**src/rtl/l3_arbiter.sv**
```systemverilog
// l3_arbiter: round-robin arbiter sharing the single L3 cache port among
// NUM_REQ requesters, one outstanding transaction at a time.
// Optional response watchdog: define L3_ARB_TIMEOUT_EN to enable the
// TIMEOUT-cycle abort in WAIT (rsp_err=1, rsp_data=0).
module l3_arbiter #(
    parameter int unsigned NUM_REQ = 4,
    parameter int unsigned ADDR_W  = 32,
    parameter int unsigned DATA_W  = 64,
    parameter int unsigned TIMEOUT = 255
) (
    input  logic                      clk,
    input  logic                      rst,
    input  logic [NUM_REQ-1:0]        req_valid,
    output logic [NUM_REQ-1:0]        req_ready,
    input  logic [NUM_REQ-1:0]        req_we,
    input  logic [NUM_REQ*ADDR_W-1:0] req_addr,
    input  logic [NUM_REQ*DATA_W-1:0] req_wdata,
    output logic [NUM_REQ-1:0]        rsp_valid,
    output logic [DATA_W-1:0]         rsp_data,
    output logic                      rsp_err,
    output logic                      l3_valid,
    input  logic                      l3_ready,
    output logic                      l3_we,
    output logic [ADDR_W-1:0]         l3_addr,
    output logic [DATA_W-1:0]         l3_wdata,
    input  logic                      l3_rvalid,
    input  logic [DATA_W-1:0]         l3_rdata
);

    localparam int unsigned PTR_W = (NUM_REQ > 1) ? $clog2(NUM_REQ) : 1;

    typedef enum logic [1:0] {
        IDLE  = 2'd0,
        ISSUE = 2'd1,
        WAIT  = 2'd2,
        RESP  = 2'd3
    } state_e;

    typedef struct packed {
        logic              we;
        logic [ADDR_W-1:0] addr;
        logic [DATA_W-1:0] wdata;
    } l3_req_t;

    // Reject unsupported configurations at elaboration.
    if (NUM_REQ < 2 || NUM_REQ > 8 || TIMEOUT < 1 || TIMEOUT > 65535) begin : g_param_check
        $error("l3_arbiter: unsupported parameter set");
    end

    state_e             state_q, state_d;
    logic [PTR_W-1:0]   ptr_q, ptr_d;
    logic [PTR_W-1:0]   gnt_q, gnt_d;
    logic               l3_valid_q, l3_valid_d;
    l3_req_t            l3_req_q, l3_req_d;
    logic [NUM_REQ-1:0] rsp_valid_q, rsp_valid_d;
    logic [DATA_W-1:0]  rsp_data_q, rsp_data_d;
    logic [NUM_REQ-1:0] req_ready_c;

`ifdef L3_ARB_TIMEOUT_EN
    localparam int unsigned CNT_W = (TIMEOUT > 255) ? 16 : 8;

    logic [CNT_W-1:0]   cnt_q, cnt_d;
    logic               rsp_err_q, rsp_err_d;
`endif

    l3_req_t            cand [NUM_REQ];
    logic               win_found;
    logic [PTR_W-1:0]   win_idx;
    logic [PTR_W:0]     rr_idx;

    // Unpack the flattened requester buses into per-requester payloads.
    for (genvar i = 0; i < NUM_REQ; i++) begin : g_unpack
        assign cand[i] = {req_we[i], req_addr[i*ADDR_W +: ADDR_W], req_wdata[i*DATA_W +: DATA_W]};
    end

    // Round-robin search: first valid requester at or after ptr, wrapping at NUM_REQ.
    always_comb begin
        win_found = 1'b0;
        win_idx   = '0;
        rr_idx    = '0;
        for (int unsigned i = 0; i < NUM_REQ; i++) begin
            rr_idx = {1'b0, ptr_q} + (PTR_W+1)'(i);
            if (rr_idx >= (PTR_W+1)'(NUM_REQ)) begin
                rr_idx = rr_idx - (PTR_W+1)'(NUM_REQ);
            end
            if (!win_found && req_valid[rr_idx[PTR_W-1:0]]) begin
                win_found = 1'b1;
                win_idx   = rr_idx[PTR_W-1:0];
            end
        end
    end

    // Next-state and registered-output logic for the transaction FSM.
    always_comb begin
        state_d     = state_q;
        ptr_d       = ptr_q;
        gnt_d       = gnt_q;
        l3_valid_d  = l3_valid_q;
        l3_req_d    = l3_req_q;
        rsp_valid_d = '0;
        rsp_data_d  = rsp_data_q;
        req_ready_c = '0;
`ifdef L3_ARB_TIMEOUT_EN
        rsp_err_d   = 1'b0;
        cnt_d       = cnt_q;
`endif
        case (state_q)
            IDLE: begin
                if (win_found) begin
                    req_ready_c = NUM_REQ'(1) << win_idx;
                    gnt_d       = win_idx;
                    l3_req_d    = cand[win_idx];
                    l3_valid_d  = 1'b1;
                    state_d     = ISSUE;
                end
            end
            ISSUE: begin
                if (l3_ready) begin
                    l3_valid_d = 1'b0;
                    state_d    = WAIT;
`ifdef L3_ARB_TIMEOUT_EN
                    cnt_d      = '0;
`endif
                end
            end
            WAIT: begin
                if (l3_rvalid) begin
                    rsp_data_d  = l3_rdata;
                    rsp_valid_d = NUM_REQ'(1) << gnt_q;
                    state_d     = RESP;
                end
`ifdef L3_ARB_TIMEOUT_EN
                else if (cnt_q == CNT_W'(TIMEOUT - 1)) begin
                    rsp_data_d  = '0;
                    rsp_err_d   = 1'b1;
                    rsp_valid_d = NUM_REQ'(1) << gnt_q;
                    state_d     = RESP;
                end else begin
                    cnt_d = cnt_q + 1'b1;
                end
`endif
            end
            RESP: begin
                ptr_d   = (gnt_q == PTR_W'(NUM_REQ - 1)) ? '0 : gnt_q + 1'b1;
                state_d = IDLE;
            end
            default: state_d = IDLE;
        endcase
    end

    // State and output registers; reset aborts any transaction silently.
    always_ff @(posedge clk or posedge rst) begin
        if (rst) begin
            state_q     <= IDLE;
            ptr_q       <= '0;
            gnt_q       <= '0;
            l3_valid_q  <= 1'b0;
            l3_req_q    <= '0;
            rsp_valid_q <= '0;
            rsp_data_q  <= '0;
`ifdef L3_ARB_TIMEOUT_EN
            rsp_err_q   <= 1'b0;
            cnt_q       <= '0;
`endif
        end else begin
            state_q     <= state_d;
            ptr_q       <= ptr_d;
            gnt_q       <= gnt_d;
            l3_valid_q  <= l3_valid_d;
            l3_req_q    <= l3_req_d;
            rsp_valid_q <= rsp_valid_d;
            rsp_data_q  <= rsp_data_d;
`ifdef L3_ARB_TIMEOUT_EN
            rsp_err_q   <= rsp_err_d;
            cnt_q       <= cnt_d;
`endif
        end
    end

    // Grant is combinational in IDLE and forced low while reset is held.
    assign req_ready = rst ? '0 : req_ready_c;
    assign rsp_valid = rsp_valid_q;
    assign rsp_data  = rsp_data_q;
    assign l3_valid  = l3_valid_q;
    assign l3_we     = l3_req_q.we;
    assign l3_addr   = l3_req_q.addr;
    assign l3_wdata  = l3_req_q.wdata;
`ifdef L3_ARB_TIMEOUT_EN
    assign rsp_err   = rsp_err_q;
`else
    assign rsp_err   = 1'b0;
`endif

endmodule
```
**config.mk**
```make
export PLATFORM = sky130hd
export DESIGN_NAME = l3_arbiter
export DESIGN_NICKNAME = d
export VERILOG_FILES = /design/src/rtl/l3_arbiter.sv
export SDC_FILE = /design/constraint.sdc
export NUM_CORES = 1
export LEC_CHECK = 0
export ABC_AREA = 1
export CAP_MARGIN = 20
export CORE_AREA = 2 2 246 248
export DETAILED_ROUTE_END_ITERATION = 16
export DIE_AREA = 0 0 248 250
export PLACE_DENSITY = 0.44
export SYNTH_ARGS = -nofsm -noshare
export SYNTH_HDL_FRONTEND = slang
export SYNTH_SLANG_ARGS = --single-unit
```
**constraint.sdc**
```tcl
create_clock -name clk -period 6.1 [get_ports clk]
set_input_delay 1.22 -clock clk [delete_from_list [all_inputs] [get_ports clk]]
set_output_delay 1.22 -clock clk [all_outputs]
set_load 0.01 [all_outputs]
```
==> key figures, run 1 <==
Status
  • Status: completed

Global route
  • Global Route Usage Sum: 16.3%
  • Pin count of the biggest net entering global routing: between 150 and 200
  • Total grt overflow: 0
  • Initial antenna violation count: 6
  • Vias in the first global route: 12400
  • First-pass GRT wire length: 75800 µm

Power and ir drop
  • Pleak: 8.90 nW
  • Power density cells: 570 nW/µm²
  • Tot Pwr: around 10 mW
  • Peak VDD IR: 0.627 mV

Hold path
  • Min-delay worst type: reg2reg
  • Worst Hold Launch: l3_addr[21]$_DFFE_PP0P_

Floorplan
  • Die Y: about 250 µm
  • Initial cell density of the core: 18.1%
  • Number of core rows: 90
  • Chip width: 248 µm
  • Die ar.: 62000 µm²
  • Area of the core: a little under 60000 µm²
  • I/O pin count: between 600 and 700

Setup path
  • CP top delay family: buffers and inverters
  • CP startpoint kind: input pin
  • CP max FO: 74
  • Req. time, crit path: 4880 ps
  • CP Class: in2out
  • Buf+Inv Stages, Crit Path: 4
  • Critical Path Max Stage Delay: 610 ps
  • Worst Setup SP: req_valid[1]
  • Worst r2r src: ptr_q[0]$_DFFE_PP0N_
  • Slowest CP cell: buf_4
  • Crit end category: output pin
  • Crit-path cells: clkdlybuf4s50_1 > inv_1 > nand2_1 > nand3_1 > nand2_1 > nor2_2 > nand3_4 > nand3_4 > buf_4 > nor4_1 > clkdlybuf4s50_1
  • Worst EP arrival: 3870 ps

Drt
  • Number of remaining DRC errors: 0
  • Via Count: 12200
  • Antenna-violating nets left: 0
  • DRT Wirelength: 51400 µm
  • Drt first pass iters: 5
  • Vias/cell: 4.11
  • Iter 0 DRT Violations: 515
  • Avg WL per Cell: approximately 17 µm

Clocking
  • Cts repair resizes: 0
  • Max Root-Sink Buffers: 2
  • Post-CTS Setup Bufs: 0
  • CTS tree: built
  • Post-CTS Hold Buffers: 0
  • Worst-Skew Late Latency: 490 ps
  • TritonCTS buffer count: 17
  • Clk pin slew, worst setup/hold paths: 70 ps
  • H-tree depth: 4
  • Root buffer cell: clkbuf_16
  • Sink Count: roughly 170

Placed design
  • GPL Wtd Cong: 0.869
  • Post-placement cell area: about 18000 µm²
  • Final HPWL DP: 38000 µm
  • Placed insts: 2937
  • I/O Buffers: roughly 630

Cells and area
  • Final core area utilization: 30.7%
  • Synthesis-to-layout area growth: 69.7%
  • Layout Nets: 2643
  • Final std cells w/o fill: 2972
  • Ratio of cells with drive above 1 in the final layout: 5.62%
  • Most common cell after layout, fill and taps aside: nand2_1
  • Post-route cell area: 18300 µm²
  • Most frequent cells in the layout: nand2_1, clkdlybuf4s50_1, nand3_1

Synthesis
  • #FFs+latches synth: approximately 170
  • Syn Std Cell Area: 10800 µm²
  • Post-Syn Instances: around 1600
  • Syn Nets: 2097
  • Share of the yosys chip area belonging to registers: 39.9%
  • Syn. warnings: 0
  • Synth cell types: 24
  • Syn avg cell area: around 6.6 µm²

STA
  • Layout Skew: 14.2 ps
  • Final Hold Fails: 0
  • Max Slew Vio Count: 0
  • Worst-Margin Slew: about 1100 ps
  • Final setup fails: 0
  • Period utilization: approximately 83%
  • RSZ-0062 raised after global routing: false
  • Sum of negative setup slack: 0 ps
  • Min cycle time layout: 5090 ps
  • Max Freq: 197 MHz
  • Slew Limit Headroom: 26.9%

Run
  • Max Cap Viol: 0
routing by layer:
layer | vias to the layer above | track usage, % | share of wire [%]
li1 | 6178 | - | -
met1 | 5565 | 18.4 | 40
met2 | 423 | 28.3 | 49
met3 | 52 | 5.53 | 8.7
met4 | 6 | 5.24 | 2.0
met5 | - | 0 | 0.080
final timing paths:
kind,cells past startpoint,to,slack (ps)
setup / recovery,11,req_ready[3],1010
hold / removal,2,l3_addr[21]$_DFFE_PP0P_,480
setup reg to reg,16,l3_wdata[43]$_DFFE_PP0P_,2590
hold reg to reg,2,l3_addr[21]$_DFFE_PP0P_,480
max in group asynchronous,3,rsp_data[49]$_DFFE_PP0P_,3540
min in group asynchronous,2,l3_wdata[8]$_DFFE_PP0P_,1430
final cells by class:
cell class / count / area, µm²
clock inverter: 15 / 205
tap: 782 / 978
clock buffer: 17 / 425
timing repair buffer: 643 / 6410
fill: 6492 / 41300
multi-input combinational: 1316 / 5850
sequential: 172 / 4300
inverter: 24 / 103
antenna: 3 / 7.51
synth_stat cells:
| library cell | n | area, µm² |
|---|---|---|
| nand3_1 | 203 | 1020 |
| buf_2 | 43 | 215 |
| nand4_1 | 1 | 6.26 |
| nor2_1 | 5 | 18.8 |
| buf_1 | 12 | 45.0 |
| nor2_2 | 1 | 6.26 |
| a21oi_1 | 1 | 5.00 |
| buf_4 | 13 | 97.6 |
| o21ai_0 | 10 | 50.1 |
| dfrtp_1 | 172 | 4300 |
| clkbuf_1 | 43 | 161 |
| nand3_4 | 1 | 17.5 |
| conb_1 | 1 | 3.75 |
| inv_2 | 4 | 15.0 |
| nand3_2 | 1 | 10.0 |
| o21ai_1 | 1 | 5.00 |
| nand2_1 | 1012 | 3800 |
| inv_1 | 20 | 75.1 |
| ha_1 | 9 | 113 |
| nand2_2 | 1 | 6.26 |
| nor4_1 | 4 | 25.0 |
| a31oi_1 | 1 | 6.26 |
| buf_6 | 5 | 56.3 |
| mux2_2 | 64 | 721 |
worst min-delay path: cells and delay by family, from the launching register on:
kind / cells / cell delay (ps)
AND/OR/NAND/NOR: 2 / 100
flip-flops: 1 / 350
through the flow:
| stage | hold WS (ps) | setup WS (ps) |
|---|---|---|
| after floorplan | 515 | 220 |
| after global placement | 462 | 1030 |
| after detailed placement | 464 | 999 |
| after CTS | 484 | 998 |
| after global routing | 492 | 779 |
| final | 481 | 1010 |
state kept, by name, indices dropped and copies added (netlist names):
name	count
l3_wdata	64
rsp_data	64
l3_addr	32
rsp_valid	4
gnt_q	2
ptr_q	2
state_q	2
l3_valid	1
l3_we	1
power breakdown:
group / total, mW / switching [mW] / leakage [nW] / internal [mW]
clock: 1.21 / 0.612 / 0.306 / 0.600
combinational: 7.22 / 4.50 / 6.46 / 2.72
sequential: 1.99 / 0.288 / 2.13 / 1.70
total: 10.4 / 5.40 / 8.90 / 5.02
cell families (layout without fill, tap and decap cells):
family	Yosys count	in the layout	share of synthesized area, %
flops	172	172	39.9
mux	64	64	6.69
buf+inv	140	699	6.18
simple gates	1229	1229	45.5
compound gates	13	13	0.615
other cells	1	4	0.0348
fa+ha+maj	9	9	1.04
Power figures use the tool's default switching activity.
==> inputs of run 2 (changes only) <==
clock period = 4.5 ns   (was 6.1 ns; I/O delays follow)
==> key figures, run 2 (synthesis gave the netlist of run 1 again) <==
Clocking
  • Post-CTS Setup Bufs: 0
  • Clk pin slew, worst setup/hold paths: 80 ps
  • Worst-Skew Late Latency: 490 ps
  • Sink Count: 172
  • Post-CTS Hold Buffers: 0
  • CTS tree: built
  • Max Root-Sink Buffers: 2
  • TritonCTS buffer count: 17
  • H-tree depth: 4
  • Root buffer cell: clkbuf_16
  • Cts repair resizes: 0

STA
  • Worst-Margin Slew: 922 ps
  • Final Hold Fails: 0
  • RSZ-0062 raised after global routing: false
  • Sum of negative setup slack: 0 ps
  • Layout Skew: 12.1 ps
  • Period utilization: 94.1%
  • Max Freq: 236 MHz
  • Min cycle time layout: 4230 ps
  • Slew Limit Headroom: 38.5%
  • Max Slew Vio Count: 0
  • Final setup fails: 0

Drt
  • Vias/cell: 4.14
  • Iter 0 DRT Violations: 572
  • Antenna-violating nets left: 0
  • Avg WL per Cell: 17.4 µm
  • Drt first pass iters: 7
  • Via Count: about 12000
  • DRT Wirelength: 51900 µm
  • Number of remaining DRC errors: 0

Setup path
  • CP startpoint kind: input pin
  • Worst setup path endpoint: req_ready[2]
  • Critical Path Max Stage Delay: roughly 530 ps
  • FF-to-FF path depth: 14
  • Worst Setup SP: req_valid[1]
  • R2r endpoint: l3_addr[17]$_DFFE_PP0P_
  • R2R Setup Slk: roughly 1300 ps
  • Crit-path cells: clkdlybuf4s50_1 > inv_1 > nand2_1 > nand3_1 > nand2_1 > nor2_2 > nand3_1 > nand3_4 > inv_4 > nor4_1 > buf_4 > clkdlybuf4s50_1
  • CP Class: in2out
  • Req. time, crit path: 3600 ps
  • Worst EP arrival: 3330 ps
  • Worst r2r src: ptr_q[0]$_DFFE_PP0N_
  • CP max FO: 10
  • Crit end category: output pin
  • Slowest CP cell: clkdlybuf4s50_1

Floorplan
  • Die Y: 250 µm
  • Die ar.: 62000 µm²
  • Initial cell density of the core: 18.1%
  • Area of the core: 59600 µm²
  • Chip width: 248 µm
  • Number of core rows: 90
  • I/O pin count: 631

Global route
  • Global Route Usage Sum: between 10% and 20%
  • Initial antenna violation count: 1
  • First-pass GRT wire length: ~77000 µm
  • Vias in the first global route: 12300
  • Pin count of the biggest net entering global routing: 192
  • Total grt overflow: 0

Placed design
  • GPL Wtd Cong: 0.863
  • Final HPWL DP: 39100 µm
  • Post-placement cell area: about 18000 µm²
  • I/O Buffers: between 600 and 700
  • Placed insts: 2948

Power and ir drop
  • Clock power frac: 11.1%
  • Internal: 6.91 mW
  • Pleak: 8.96 nW
  • Net Sw Power: ~7.4 mW
  • Tot Pwr: 14.3 mW
  • Peak VDD IR: 1.13 mV
  • Power density cells: 777 nW/µm²
  • Logic pwr share: 70.1%
  • Switch share: 51.7%
  • Sequential power share: 18.9%

Cells and area
  • Filler Cell Count: 6531
  • Post-route cell area: 18400 µm²
  • Synthesis-to-layout area growth: 70.9%
  • Area of the multi-input gates: 5850 µm²
  • Most frequent cells in the layout: nand2_1, clkdlybuf4s50_1, nand3_1
  • Number of antenna diodes: 0
  • Ratio of cells with drive above 1 in the final layout: around 6.1%
  • Most common cell after layout, fill and taps aside: nand2_1
  • Storage cell area: ~4300 µm²
  • Layout Nets: 2654
  • Final std cells w/o fill: 2980

Run
  • Max Cap Viol: 0

Status
  • Status: completed

Hold path
  • Min-delay worst type: reg2reg
-- run 2: changes by cell type in the layout (fill, tap and decap cells not counted), sizes merged --
cell,before,now
diode,3,0
clkinv,5,9
inv,33,29
clkinvlp,0,1
bufinv,1,0
buf,14,25
-- run 2: worst min path at each step --
stage | from | endpoint | slack [ps] | cells past startpoint
2_1_floorplan | l3_addr[0]$_DFFE_PP0P_ | l3_addr[0]$_DFFE_PP0P_ | 520 | 2
3_3_place_gp | l3_addr[2]$_DFFE_PP0P_ | l3_addr[2]$_DFFE_PP0P_ | 460 | 2
3_5_place_dp | l3_wdata[19]$_DFFE_PP0P_ | l3_wdata[19]$_DFFE_PP0P_ | 460 | 2
4_1_cts | l3_wdata[19]$_DFFE_PP0P_ | l3_wdata[19]$_DFFE_PP0P_ | 480 | 2
5_1_grt | l3_wdata[8]$_DFFE_PP0P_ | l3_wdata[8]$_DFFE_PP0P_ | 500 | 2
6_report | l3_addr[16]$_DFFE_PP0P_ | l3_addr[16]$_DFFE_PP0P_ | 480 | 2
-- run 2: per-layer routing --
layer  global-route usage, %  up-vias  share of wire, %
met1                    19.0     5669                40
met5                       0        -             0.025
li1                        -     6183                 -
met2                    28.9      448                49
met3                    5.64       39               8.9
met4                    4.45        2               1.6
-- run 2: final cells by class --
class                   count  share of cell area, %
well taps                 782                   5.31
flip-flops and latches    172                   23.4
inverters                  24                  0.537
clock buffers              17                   2.31
repair buffers            654                   35.7
multi-input cells        1316                   31.8
clock inverters            15                   1.05
-- run 2: power by group through the flow --
stage	Sequential (mW)	Combinational, mW	Clock [mW]
finish	2.70	10.0	1.59
global route	2.80	11.3	1.72
CTS	2.71	10.3	1.66
detailed placement	2.73	10.2	0
global placement	2.71	10.3	0
floorplan	3.00	5.94	0
-- run 2: critical path: cells and delay by family --
family                 cells  cell delay, ps
buffers and inverters      5            1320
and+or+nand+nor            7            1090
-- run 2: through the flow --
stage	util (%)	hold slack [ps]	setup slack (ps)
after global routing	30.9	504	175
after floorplan	-	515	1270
after detailed placement	29.9	464	311
final	30.9	479	267
after global placement	29.9	462	369
after CTS	30.9	485	311
==> inputs of run 3 (changes only) <==
MAX_ROUTING_LAYER = met4   (was not set)
==> key figures, run 3 (synthesis gave the netlist of run 1 again) <==
STA
  • Worst-Margin Slew: 933 ps
  • Max Slew Vio Count: 0
  • Final setup fails: 0
  • Slew Limit Headroom: between 30% and 40%
  • Layout Skew: 9.25 ps
  • Period utilization: 92.4%
  • Final setup margin: between 300 and 400 ps
  • Sum of negative setup slack: 0 ps
  • Max Freq: 241 MHz
  • Final Hold Fails: 0
  • RSZ-0062 raised after global routing: false
  • Min cycle time layout: 4160 ps

Setup path
  • CP max FO: 10
  • Critical Path Max Stage Delay: 530 ps
  • Worst EP arrival: 3260 ps
  • CP startpoint kind: input pin
  • Req. time, crit path: 3600 ps
  • Slowest CP cell: clkdlybuf4s50_1
  • Crit end category: output pin
  • Crit-path cells: clkdlybuf4s50_1 > inv_1 > nand2_1 > nand3_1 > nand2_1 > nor2_2 > nand4_1 > nand3_4 > inv_4 > nor4_1 > buf_4 > clkdlybuf4s50_1
  • R2R Setup Slk: 1210 ps
  • CP Class: in2out

Cells and area
  • Final core area utilization: 30.8%
  • Synthesis-to-layout area growth: 70.5%
  • Filler Cell Count: 6538
  • Most frequent cells in the layout: nand2_1, clkdlybuf4s50_1, nand3_1
  • Most common cell after layout, fill and taps aside: nand2_1
  • Final std cells w/o fill: around 3000
  • Ratio of cells with drive above 1 in the final layout: 6.05%
  • Area of the multi-input gates: slightly below 6000 µm²
  • Layout Nets: 2654
  • Storage cell area: between 4000 and 5000 µm²

Clocking
  • Post-CTS Setup Bufs: 0
  • Cts repair resizes: 0
  • Sink Count: 172
  • Post-CTS Hold Buffers: 0
  • TritonCTS buffer count: 17
  • H-tree depth: 4
  • Worst-Skew Late Latency: 480 ps
  • Max Root-Sink Buffers: 2
  • CTS tree: built
  • Clk pin slew, worst setup/hold paths: 70 ps
  • Root buffer cell: clkbuf_16

Placed design
  • I/O Buffers: ~630
  • Final HPWL DP: 39200 µm
  • Placed insts: between 2000 and 3000
  • GPL Wtd Cong: 0.873
  • Pre-CTS WS: 342 ps

Power and ir drop
  • Logic pwr share: between 70% and 80%
  • Internal: 6.87 mW
  • Peak VDD IR: 0.643 mV
  • Sequential power share: 19.1%
  • Net Sw Power: 7.29 mW
  • Clock power frac: a little over a tenth
  • Pleak: approximately 8.9 nW
  • Tot Pwr: approximately 14 mW
  • Power density cells: between 700 and 800 nW/µm²
  • Switch share: 51.5%

Global route
  • Global Route Usage Sum: 16.9%
  • Vias in the first global route: 12500
  • Initial antenna violation count: 5
  • Pin count of the biggest net entering global routing: 192
  • Total grt overflow: 0
  • First-pass GRT wire length: 76600 µm

Drt
  • DRT Wirelength: between 50000 and 60000 µm
  • Vias/cell: just over 4
  • Number of remaining DRC errors: 0
  • Iter 0 DRT Violations: 568
  • Drt first pass iters: 5
  • Via Count: 12300
  • Antenna-violating nets left: 0
  • Avg WL per Cell: 17.4 µm

Floorplan
  • Initial cell density of the core: 18.1%
  • I/O pin count: 631
  • Chip width: about 250 µm
  • Die Y: ~250 µm
  • Area of the core: 59600 µm²
  • Die ar.: between 60000 and 70000 µm²
  • Number of core rows: 90

Status
  • Status: completed

Hold path
  • Min-delay worst type: reg2reg

Run
  • Max Cap Viol: 0
==> run 3: through the flow <==
stage	hold slack, ps	cell area [µm²]
finish	477	18400
global route	500	18400
CTS	483	18400
detailed placement	464	17800
global placement	461	17800
floorplan	515	10800
==> run 3: cell type report <==
type                    instances  area share [%]
clock buffers                  19            2.41
repair buffers                654            35.7
multi-input cells            1316            31.8
well taps                     782            5.33
diodes                          5          0.0681
clock inverters                13           0.688
inverters                      24           0.538
flip-flops and latches        172            23.4
==> run 3: metal layers <==
metal	global-route usage [%]	vias up	share of wire, %
met5	-	-	0
met4	6.09	0	2.3
met3	5.11	53	8.4
met2	28.1	462	48
met1	19.1	5564	41
li1	-	6189	-
==> run 3: worst max-delay path: cells and delay by family <==
family                 cells  cell delay (ps)
buffers and inverters      5             1290
and+or+nand+nor            7             1070
==> run 3: power groups by stage <==
stage	Sequential, mW	Clock [mW]	Combinational (mW)
2_1_floorplan	3.00	0	5.94
3_3_place_gp	2.70	0	10.2
3_5_place_dp	2.73	0	10.2
4_1_cts	2.71	1.59	10.2
5_1_grt	2.79	1.64	11.3
6_report	2.70	1.50	9.96
==> run 3: worst paths after layout <==
check                                         startpoint                        to  cells after the start
worst min register to register  l3_wdata[36]$_DFFE_PP0P_  l3_wdata[36]$_DFFE_PP0P_                      2
worst max-delay path                        req_valid[3]              req_ready[2]                     12
worst min-delay path            l3_wdata[36]$_DFFE_PP0P_  l3_wdata[36]$_DFFE_PP0P_                      2
max in group asynchronous                            rst  l3_wdata[40]$_DFFE_PP0P_                      3
min in group asynchronous                            rst  l3_wdata[19]$_DFFE_PP0P_                      2
worst max register to register      ptr_q[0]$_DFFE_PP0N_   l3_addr[26]$_DFFE_PP0P_                     14
